===== src/rtl/product_rescale_fifo.sv =====
// Q16.16 -> Q8.8 saturating rescaler feeding a first-word-fall-through FIFO.
// Optional macro ROUND_EN adds round-half-up before the >>> 8; otherwise the rescale floors.
module product_rescale_fifo #(
    parameter int DEPTH = 8,
    localparam int AW = $clog2(DEPTH)
) (
    input  logic          clk,
    input  logic          reset,
    input  logic          wr,
    input  logic [31:0]   entry_1,
    output logic          full,
    input  logic          rd,
    output logic [15:0]   output_1,
    output logic          empty,
    output logic [AW:0]   count,
    output logic          sat,
    output logic          overflow,
    output logic          underflow
);

`ifdef ROUND_EN
    localparam logic [32:0] ROUND_ADD = 33'd128;
`else
    localparam logic [32:0] ROUND_ADD = 33'd0;
`endif
    localparam logic [AW:0] PTR_ONE = (AW+1)'(1);

    // Returns {clamped, q8_8}; the 33-bit sum keeps the rounding add from wrapping.
    function automatic logic [16:0] rescale(input logic [31:0] p);
        logic signed [32:0] s;
        logic signed [24:0] q;
        logic [16:0]        r;
        s = $signed({p[31], p}) + $signed(ROUND_ADD);
        q = 25'(s >>> 8);
        if (q > 25'sd32767) begin
            r = {1'b1, 16'h7FFF};
        end else if (q < -25'sd32768) begin
            r = {1'b1, 16'h8000};
        end else begin
            r = {1'b0, q[15:0]};
        end
        return r;
    endfunction

    logic [15:0]  mem_r [DEPTH];
    logic [AW:0]  wr_ptr_r;
    logic [AW:0]  rd_ptr_r;
    logic         sat_r;
    logic         overflow_r;
    logic         underflow_r;
    logic [16:0]  rescaled_s;
    logic         wr_ok_s;
    logic         rd_ok_s;

    // Status derived from registered pointers, write rescale, and acceptance.
    always_comb begin
        rescaled_s = rescale(entry_1);
        empty      = (wr_ptr_r == rd_ptr_r);
        full       = (wr_ptr_r[AW-1:0] == rd_ptr_r[AW-1:0]) && (wr_ptr_r[AW] != rd_ptr_r[AW]);
        count      = wr_ptr_r - rd_ptr_r;
        wr_ok_s    = wr && !full;
        rd_ok_s    = rd && !empty;
        output_1   = mem_r[rd_ptr_r[AW-1:0]];
        sat        = sat_r;
        overflow   = overflow_r;
        underflow  = underflow_r;
    end

    // Pointer and sticky-flag state; reset overrides any same-cycle strobe.
    always_ff @(posedge clk) begin
        if (!reset) begin
            wr_ptr_r    <= '0;
            rd_ptr_r    <= '0;
            sat_r       <= 1'b0;
            overflow_r  <= 1'b0;
            underflow_r <= 1'b0;
        end else begin
            if (wr_ok_s) begin
                wr_ptr_r <= wr_ptr_r + PTR_ONE;
            end
            if (rd_ok_s) begin
                rd_ptr_r <= rd_ptr_r + PTR_ONE;
            end
            if (wr_ok_s && rescaled_s[16]) begin
                sat_r <= 1'b1;
            end
            if (wr && full) begin
                overflow_r <= 1'b1;
            end
            if (rd && empty) begin
                underflow_r <= 1'b1;
            end
        end
    end

    // Storage is never cleared; it is only written on accepted writes outside reset.
    always_ff @(posedge clk) begin
        if (reset && wr_ok_s) begin
            mem_r[wr_ptr_r[AW-1:0]] <= rescaled_s[15:0];
        end
    end

endmodule


===== config.mk =====
export PLATFORM = sky130hd
export DESIGN_NAME = product_rescale_fifo
export DESIGN_NICKNAME = d
export VERILOG_FILES = /design/src/rtl/product_rescale_fifo.sv
export SDC_FILE = /design/constraint.sdc
export NUM_CORES = 1
export LEC_CHECK = 0
export CORE_MARGIN = 2
export CORE_UTILIZATION = 51
export DETAILED_ROUTE_END_ITERATION = 6
export GPL_TIMING_DRIVEN = 0
export PLACE_DENSITY = 0.83
export SYNTH_ARGS = -nofsm -noshare
export SYNTH_HDL_FRONTEND = slang
export SYNTH_SLANG_ARGS = --single-unit

===== constraint.sdc =====
create_clock -name clk -period 2.65 [get_ports clk]
set_input_delay 0.53 -clock clk [delete_from_list [all_inputs] [get_ports clk]]
set_output_delay 0.53 -clock clk [all_outputs]
set_load 0.1 [all_outputs]

# Word-level counts from Yosys, hierarchy flattened
# Memory sizes are Yosys's and may differ from the RTL's. A register that Yosys moved wholly into a read port is not among the register bits.
# Index checks and enable logic that the tools add are counted.
[classes]
addsub = 3
order_cmp = 2
eq_ne = 3
muxes = 6
n_reduce_logical = 9
[op_table]
columns = ["cell", "n"]
rows = [
  ["$mux W17", 2],
  ["$gt A24 B16 Y1 const B", 1],
  ["$lt A24 B16 Y1 const B", 1],
  ["$add A4 B1 Y4 const B", 2],
  ["$logic_and A1 B1 Y1", 7],
  ["$mux W3", 2],
  ["$eq A4 B4 Y1", 1],
  ["$sub A4 B4 Y4", 1],
  ["$eq A3 B3 Y1", 1],
  ["$logic_not A1 Y1", 2],
  ["$mux W1", 2],
  ["$ne A1 B1 Y1", 1],
]
[word_totals]
reg_bits = 11
ramBits = 128
inputBits = 36
output_inout_bits = 25
wordCells = 29
mem_count = 1
[memory_table]
columns = ["memory", "words", "word_bits", "rd", "rd_ports_with_merged_regs", "write_ports", "line", "rtl"]
rows = [
  ["mem_r", 8, 16, 1, 1, 1, "45", "logic [15:0] mem_r [DEPTH];"],
]

# Logic depth before layout (Yosys ltp)
[logic_depth]
depth_word = 7
depth_mapped = 6
depth_no_buf = 6

# Least setup slack after synthesis
# No wires, ideal clock.
[synth_path]
path_kind = "register -> output"
startpoint = "register wr_ptr_r[0]"
endpoint = "output port count[2]"
arrival_time_ns = 2.605
slack_ns = -0.485
stages_incl_launch_ff = 5
cell_sequence = "dfxtp_1 -> inv_1 -> ha_1 -> fa_1 -> xnor2_1"
[synth_between]
elab_chain_cells = 1
[synth_rtl]
columns = ["item", "line", "rtl"]
rows = [
  ["start: declaration", "46", "logic [AW:0] wr_ptr_r;"],
  ["start signal: assignment", "79", "wr_ptr_r <= wr_ptr_r + PTR_ONE;"],
  ["$sub A4 B4 Y4", "60", "count = wr_ptr_r - rd_ptr_r;"],
  ["end: declaration", "15", "output logic [AW:0] count,"],
]
# No other way between the ends.

==> out/metrics.yaml <==
global_routing:
  gr-total-overflow: 0
  grt_max_degree: 17
  grt_pass1_vias: 3226
  track_usage_pct: 20.04
  grt_pass1_wl_um: 17870
  antenna_found_initial: 0
finish:
  insertedDiodeCount: 0
  fin_util_pct: 67.21
  nFillCells: 721
  final_nets: 418
  area_growth_pct: 30.08
  drive_gt1_share_pct: 32.30
place:
  dp_slack_ps: -548.5
  place_congestion: 0.7858
  hpwlAfterDp_um: 7176
  io_buffers: 52
yosys:
  ys_ff_latch: 142
  async_flop_share_pct: 0
  synth_nets: 334
  avgSynthCellArea_um2: 19.95
  ys_top_cells_by_count: "edfxtp_1, mux4_1, mux2_2, o21a_1, dfxtp_1"
  synth_top_area_share_pct: 65.99
  synth_most_common_cell: "edfxtp_1"
  ys_seq_area_share_pct: 70.81
  synth_flop_cell: "edfxtp_1"
  ys_types: 37
  postSynthCellCount: 292
  syn_area_um2: 5824
  synth_top_area_cell: "edfxtp_1"
  synth_area_leaders: "edfxtp_1, mux4_1, dfxtp_1"
  yosysWarnings: 0
  synth-edff-count: 128
floorplanning:
  start_util_pct: 51.67
  die_y_um: 110.9
  coreArea_um2: 11270
  dieArea_um2: 12290
  io_pins: 61
  num_rows: 39
  chipWidth_um: 110.9
worst_setup_path:
  endpoint_kind: "output port"
  critPathCapture: "output_1[7]"
  crit_buf_inv: 3
  rrSetupSlack_ps: 120
  critPathTopFamily: "multiplexers"
  cp_max_fo: 8
  cpMostUsedCell: "buf_12"
  arrival_ps: 2100
  critPathKind: "flip-flop to output port"
  startpoint_type: "flip-flop"
  path_depth: 5
  cp_cell_sequence: "buf_12 > buf_12 > mux4_1 > mux2_4 > buf_12"
  r2r-end: "mem_r[2][1]"
  crit_slowest_cell: "mux4_1"
  reg2reg_depth: 7
  rr_startpoint: "wr_ptr_r[0]"
  cp_slowest_stage_delay_ps: 570
  worstPathRequired_ps: 2120
pwr:
  irDropWorstVdd_v: 0.0009215
  p_leak_nw: 2.581
  combPwrFrac_pct: 27.6
  p_seq_share_pct: 36.6
  power.density_nw_per_um2: 913.9
  p_clk_share_pct: 35.9
  p_switching_mw: 2.087
  p_total_mw: 6.924
  switching_share_pct: 30.14
  p_int_mw: 4.837
clock_network:
  cts_tree: "yes"
  clk_pin_slew_ps: 60
  hold_buffers: 0
  cts_made_buffers: 17
  cts_root_buf: "clkbuf_16"
  htreeDepth: 4
  clockBufferDepth: 2
  cts_sinks: 142
  clk_latency_ps: 410
route:
  wl_met2_um: 6346
  drt_iter0_markers: 250
  drt-wirelength-per-cell_um: 23.15
  top_layer_used: "met4"
  dr_wl_met3_um: 834
  wl_um: 12270
  vias: 3089
  drt-pass1-iter-count: 4
  postRouteAntennaNets: 0
  wl_met1_um: 4838
  vias_per_cell: 5.828
  drc: 0
hold_path:
  min_path_type: "flip-flop to flip-flop"
  hold_depth: 1
sta:
  drv_slew: 0
  grt_setup_unrepaired: "true"
  setup_viol: 0
  worst_pin_slew_ps: 972.0
  hold_ws_ps: 483.0
  max_freq_ghz: 0.3806
  max-slew-margin-rel_pct: 34.99
  timing.final.crit_share_pct: 99.14
  fin_ws_ps: 22.74
  clock_skew_ps: 8.966
  hold_viol_final: 0
  period_minus_slack_ps: 2627
flow_run:
  drv_cap: 0
run_status:
  status: "finished, final reports clean"
## sequential cells by signal, indices dropped and copies added (netlist names), named ones only
signal     flops
underflow      1
rd_ptr_r       4
mem_r        128
sat            1
overflow       1
wr_ptr_r       4
## how the worst min path moves through the flow
stage,startpoint,end
6_report,sat,sat
4_1_cts,sat,sat
5_1_grt,sat,sat
3_5_place_dp,sat,sat
3_3_place_gp,sat,sat
2_1_floorplan,wr_ptr_r[3],wr_ptr_r[3]
## repair_timing
item,in CTS,in global routing
buffers inserted,2,1
pin swaps,1,1
gates resized for setup,159,60
endpoints found under the setup margin,59,39
cloned,0,3
## metal layers
metal	global-route usage [%]	vias up
li1	-	1367
met1	23.56	1566
met2	35.09	136
met3	5.850	20
met4	7.417	0
met5	0	-
## placed cells by master (no fill, tap or decap), types with 7 or more instances in the layout
cell,Yosys,final
mux4_2,4,20
clkbuf_16,0,20
inv_1,7,7
mux2_4,0,13
o21a_1,16,16
buf_8,0,7
clkdlybuf4s50_1,0,30
mux4_1,28,12
edfxtp_1,128,128
dfxtp_1,14,12
buf_12,0,18
## logic make-up after synthesis
family	count (synthesis)	share of synthesized area (%)
xor gates and xnor gates	8	1.332
and+or+nand+nor	32	2.922
muxes	50	17.62
AOI/OAI and AO/OA	33	4.017
adders and majority gates	6	1.418
DFF	142	70.81
buffers and inverters	21	1.891
## final cells by class
class                           instances  area (um2)  share of cell area [%]
Clock inverter                         13       190.2                   2.510
Tap cell                              143       178.9                   2.362
Clock buffer                           17       425.4                   5.615
Buffer                                 14       126.4                   1.668
Sequential cell                       142        4126                   54.47
Inverter                                7       26.28                  0.3468
Multi-Input combinational cell        129        1637                   21.60
Timing Repair Buffer                   65       865.8                   11.43
## power by group through the flow
stage	registers, mW	logic [mW]	clock network (mW)
after global routing	2.54	1.97	2.60
after floorplan	2.60	1.19	0
final	2.53	1.91	2.48
after CTS	2.53	1.65	2.49
after global placement	2.57	1.55	0
after detailed placement	2.58	1.59	0
## per-stage QoR
stage	cells	cell area [um2]	setup TNS (ps)
floorplan	292	5849	-303.8
finish	530	7576	0
CTS	526	7348	0
global placement	487	6549	-67790
global route	530	7576	-12.97
detailed placement	494	6681	-20380
## worst reg2reg max path: stages, from the launching register on
cell and delay, ps:
dfxtp_1 420, inv_1 90, ha_1 320, nand3_1 250
o21ai_2 160, nand3b_1 380, nor2_2 390, buf_8 240
Note: power is estimated with default switching activity, not from simulation.
